==> config.mk <==
export PLATFORM = sky130hd
export DESIGN_NAME = tile_renderer
export DESIGN_NICKNAME = d
export VERILOG_FILES = /design/src/rtl/tile_renderer.sv
export SDC_FILE = /design/constraint.sdc
export NUM_CORES = 1
export LEC_CHECK = 0
export CORE_MARGIN = 10
export CORE_UTILIZATION = 45
export DETAILED_ROUTE_END_ITERATION = 6
export GPL_ROUTABILITY_DRIVEN = 1
export GPL_TIMING_DRIVEN = 0
export PLACE_DENSITY = 0.86
export SKIP_LAST_GASP = 1
export SYNTH_ARGS = -nofsm -noshare
export SYNTH_HDL_FRONTEND = slang
export SYNTH_SLANG_ARGS = --single-unit
export TNS_END_PERCENT = 100
==> constraint.sdc <==
create_clock -name i_clk -period 3.1 [get_ports i_clk]
set_input_delay 0.775 -clock i_clk [delete_from_list [all_inputs] [get_ports i_clk]]
set_output_delay 0.775 -clock i_clk [all_outputs]
set_load 0.05 [all_outputs]
==> src/rtl/tile_renderer.sv <==
// Beam-driven tile renderer: maps beam position to a tile-map read, then a glyph-bit read, then a 3-bit pixel.
// The registered address outputs act as the RAM address registers, so pixels and sync emerge 2 clk after the beam.
module tile_renderer #(
   parameter int       MAP_AW    = 13,
   parameter int       TILE_W    = 3,
   parameter int       GLYPH_AW  = 9,
   parameter logic     SYNC_IDLE = 1'b1,
   parameter int       BLINK_BIT = 4
) (
   input  logic                i_clk,
   input  logic                i_rstn,
   input  logic [9:0]          i_hcount,
   input  logic [9:0]          i_vcount,
   input  logic                i_active,
   input  logic                i_hsync,
   input  logic                i_vsync,
   output logic [MAP_AW-1:0]   o_map_addr,
   input  logic [TILE_W-1:0]   i_map_data,
   output logic [GLYPH_AW-1:0] o_glyph_addr,
   input  logic                i_glyph_data,
   output logic [2:0]          o_rgb,
   output logic                o_hsync,
   output logic                o_vsync
);

   localparam logic [TILE_W-1:0] TILE_FOOD = TILE_W'(5);

   logic [MAP_AW-1:0]   tx_ext;
   logic [MAP_AW-1:0]   ty_ext;
   logic [MAP_AW-1:0]   map_addr_next;
   logic [GLYPH_AW-1:0] glyph_addr_next;

   logic [MAP_AW-1:0]   map_addr_reg;
   logic [2:0]          col_d1_reg;
   logic [2:0]          row_d1_reg;
   logic                active_d1_reg;
   logic                hsync_d1_reg;
   logic                vsync_d1_reg;

   logic [GLYPH_AW-1:0] glyph_addr_reg;
   logic [TILE_W-1:0]   tile_d2_reg;
   logic                active_d2_reg;
   logic                hsync_d2_reg;
   logic                vsync_d2_reg;

   logic [7:0]          frame_cnt_reg;
   logic                vsync_prev_reg;

   logic [2:0]          colour;
   logic                visible;

   // ty*80 + tx as shifts; the largest legal cell (59,79) gives 4799.
   assign tx_ext        = MAP_AW'(i_hcount[9:3]);
   assign ty_ext        = MAP_AW'(i_vcount[8:3]);
   assign map_addr_next = (ty_ext << 6) + (ty_ext << 4) + tx_ext;

   assign glyph_addr_next = (i_map_data <= TILE_FOOD) ?
                            GLYPH_AW'({i_map_data, row_d1_reg, col_d1_reg}) : '0;

   always_ff @(posedge i_clk) begin
      if (!i_rstn) begin
         map_addr_reg   <= '0;
         col_d1_reg     <= '0;
         row_d1_reg     <= '0;
         active_d1_reg  <= 1'b0;
         hsync_d1_reg   <= SYNC_IDLE;
         vsync_d1_reg   <= SYNC_IDLE;
         glyph_addr_reg <= '0;
         tile_d2_reg    <= '0;
         active_d2_reg  <= 1'b0;
         hsync_d2_reg   <= SYNC_IDLE;
         vsync_d2_reg   <= SYNC_IDLE;
      end else begin
         map_addr_reg   <= map_addr_next;
         col_d1_reg     <= i_hcount[2:0];
         row_d1_reg     <= i_vcount[2:0];
         active_d1_reg  <= i_active;
         hsync_d1_reg   <= i_hsync;
         vsync_d1_reg   <= i_vsync;
         glyph_addr_reg <= glyph_addr_next;
         tile_d2_reg    <= i_map_data;
         active_d2_reg  <= active_d1_reg;
         hsync_d2_reg   <= hsync_d1_reg;
         vsync_d2_reg   <= vsync_d1_reg;
      end
   end

   // Frame counter advances on the leading edge of each raw vsync pulse.
   always_ff @(posedge i_clk) begin
      if (!i_rstn) begin
         frame_cnt_reg  <= '0;
         vsync_prev_reg <= SYNC_IDLE;
      end else begin
         vsync_prev_reg <= i_vsync;
         if ((i_vsync != SYNC_IDLE) && (vsync_prev_reg == SYNC_IDLE)) begin
            frame_cnt_reg <= frame_cnt_reg + 8'd1;
         end
      end
   end

   always_comb begin
      colour = 3'b000;
      case (tile_d2_reg)
         TILE_W'(1): colour = 3'b010;
         TILE_W'(2): colour = 3'b011;
         TILE_W'(3): colour = 3'b111;
         TILE_W'(4): colour = 3'b001;
         TILE_W'(5): colour = 3'b100;
         default:    colour = 3'b000;
      endcase
   end

   always_comb begin
      visible = 1'b1;
      if (tile_d2_reg > TILE_FOOD) begin
         visible = 1'b0;
      end else if ((tile_d2_reg == TILE_FOOD) && frame_cnt_reg[BLINK_BIT]) begin
         visible = 1'b0;
      end
   end

   assign o_rgb        = (active_d2_reg && i_glyph_data && visible) ? colour : 3'b000;
   assign o_map_addr   = map_addr_reg;
   assign o_glyph_addr = glyph_addr_reg;
   assign o_hsync      = hsync_d2_reg;
   assign o_vsync      = vsync_d2_reg;

endmodule
==> results.md <==
* Status: finished clean
* Root Driver: clkbuf_8
* CP top delay family: buffers and inverters
* Number of hold-repair buffers added at the cts stage at 0
* Syn nets at 203
* Sum Neg Setup Slack at 0 ps
* Initial antenna violation count at 0
* Worst reg2reg startpoint: frame_cnt_reg[0]$_SDFFE_PN0P_
* CTS sink cnt at 42
* Die Height at 81.0 um
* Reg power frac at 48.0%
* Hold endpoint: o_hsync$_SDFF_PN1_
* Net Sw Power at 0.344 mW
* Synth area leaders: dfxtp_1, ha_1, and2_1, fa_1, nand2b_1
* Vias in the first global route at 1299
* Avg Inst Size Synth at 10.5 um2
* H-tree depth at 2
* Hold Startpoint: hsync_d1_reg$_SDFF_PN1_
* Static leakage at 0.995 nW
* Worst Path Max Fanout at 2
* WHS at 415 ps
* RePlAce Congestion at 0.739
* Combinational fraction of design power at 23.4%
* Slowest cell on the critical path: clkdlybuf4s50_1
* Final hold violations at 0
* Synth Flop Type: dfxtp_1
* Largest net degree at the start of global routing at 14
* Num CTS Buffers at 5
* Global-route wire length before repair at 5420 um
* Post-CTS setup buffer count at 0
* Synth top area share at 50.1%
* ANT cells at 0
* Arr. time, crit path at 2320 ps
* Placed cell area at 2280 um2
* IO Port Bufs at 54
* Clk_skew at 4.61 ps
* Layout cells sized above 1 at 7.21%
* Total GRT Usage at 10.4%
* Crit Path Class: in2out
* Routed Antenna Nets at 0
* Die area at 6570 um2
* Max_slew headroom at 65.8%
* CP Cell Sequence: clkdlybuf4s50_1, nand2_1, a21oi_1, clkdlybuf4s50_1
* Clock-pin slew on the worst setup and hold paths at 70 ps
* Cell variety after synth at 41
* Latest clock arrival within the worst-skew pair at 280 ps
* Register bit total from synthesis at 42
* FP Rows at 22
* DRT iter0 DRCs at 67
* Class of the worst hold path: reg2reg
* Ys async rst share at 0%
* Nets at 264
* Drt first pass iters at 4
* Setup violators final at 0
* Seq/Total Area, Yosys at 50.1%
* Switching share of power at 28.2%
* Mapped Cells at 160
* Routed vias/inst at 4.82
* Pwr dens at 513 nW/um2
* Per-cell routed wire length at 12.4 um
* Crit end category: primary output
* FF-to-FF setup slack at 1970 ps
* Commonest cells post-synth: dfxtp_1, and2_1, ha_1
* Most frequent CP cell: clkdlybuf4s50_1
* Worst R2R End: frame_cnt_reg[4]$_SDFFE_PN0P_
* Final WL at 3360 um
* Core Footprint at 3630 um2
* Internal Pwr Total at 0.876 mW
* Synthesized area at 1680 um2
* Design area at 2380 um2
* Grt ovf at 0
* Number of I/O pins at 56
* Maximum vdd drop at 250 uV
* Hold Crit Depth at 1
* Actual slew at the worst max-slew pin at 512 ps
* CP max stage delay at 830 ps
* Most frequent cell after synthesis: dfxtp_1
* WP buf/inv at 2
* CP Data Required Time at 2320 ps
* Max Fclk at 0.323 GHz
* Area Overhead vs Synth at 41.8%
* Clock power frac at 28.6%
* Clk buf depth at 2
* DR vias at 1302
* Final Max Slew Viols at 0
* Max Cap Viol at 0
* Max reg flops at 13
* Reg2reg path depth at 4
* Kind of start point of the critical path: input pin
* CTS tree: done
* Synth warn at 0
* Drc violations at 0
* Min Tclk post-route at 3090 ps
* Post-synth EDFFs at 0
* DIE WIDTH at 81.0 um
* Final worst-path cycle share at 99.7%
* Starting density of the core at 46.1%
* Synth area leader: dfxtp_1
layer usage:
metal / up-vias / global-route usage, % / share of wire [%]
li1: 675 / - / -
met1: 581 / 9.92 / 39
met2: 41 / 18.9 / 49
met3: 5 / 5.08 / 11
met4: 0 / 3.81 / 1.3
met5: - / 0 / 0
kinds of logic after synthesis:
| kind of cell | after synthesis | synth area share [%] |
|---|---|---|
| adder cells (fa/ha/maj) | 14 | 11.3 |
| multiplexers | 1 | 0.597 |
| buffers and inverters | 13 | 3.06 |
| AND/OR/NAND/NOR | 64 | 23.7 |
| XOR/XNOR | 2 | 1.04 |
| AO/OA/AOI/OAI | 24 | 10.1 |
| flip-flops | 42 | 50.1 |
worst max path at each step:
stage	start	end	depth (start not counted)	slack, ps
floorplan	i_glyph_data	o_rgb[1]	2	460
global placement	i_glyph_data	o_rgb[1]	4	40
detailed placement	i_hcount[9]	o_map_addr[10]$_SDFF_PN0_	8	20
CTS	i_glyph_data	o_rgb[1]	4	20
global route	i_glyph_data	o_rgb[0]	4	-20
finish	i_glyph_data	o_rgb[0]	4	8
area by class of cell:
class | instances | area, um2
fill | 309 | 1260
sequential | 42 | 841
multi-input combinational | 105 | 785
timing repair buffer | 54 | 546
clock buffer | 6 | 82.6
tap | 48 | 60.1
inverter | 9 | 33.8
buffer | 4 | 17.5
clock inverter | 2 | 12.5
placed cells by master, fill, tap and decap left out, drive strengths merged, types with 3 or more instances in the layout:
master	n
nor2b	5
ha	12
clkbuf	9
nand2b	5
clkdlybuf4s50	52
and2	23
a211oi	3
inv	9
nand4	3
a21oi	6
nand3	3
dfxtp	42
nand2	4
nor2	6
nand3b	3
o21ai	3
power groups by stage:
stage          combinational [mW]  clock [mW]  sequential [mW]
2_1_floorplan              0.0978           0            0.681
3_3_place_gp                0.285           0            0.597
3_5_place_dp                0.289           0            0.599
4_1_cts                     0.289       0.361            0.586
5_1_grt                     0.309       0.389            0.590
6_report                    0.286       0.349            0.586
through the flow:
stage / std cells / total power [mW] / worst slack (ps) / utilization, %
floorplan: 160 / 0.779 / 455 / -
global placement: 262 / 0.882 / 38.6 / 62.7
detailed placement: 262 / 0.887 / 21.6 / 62.7
CTS: 270 / 1.24 / 24.5 / 65.3
global route: 270 / 1.29 / -21.1 / 65.4
finish: 270 / 1.22 / 8.00 / 65.4
timing repair:
action                                  in CTS  in global routing
resized for setup                            0                  2
hold endpoints to repair                     0                  0
endpoints found under the setup margin       0                  2
Power figures use the tool's default switching activity.
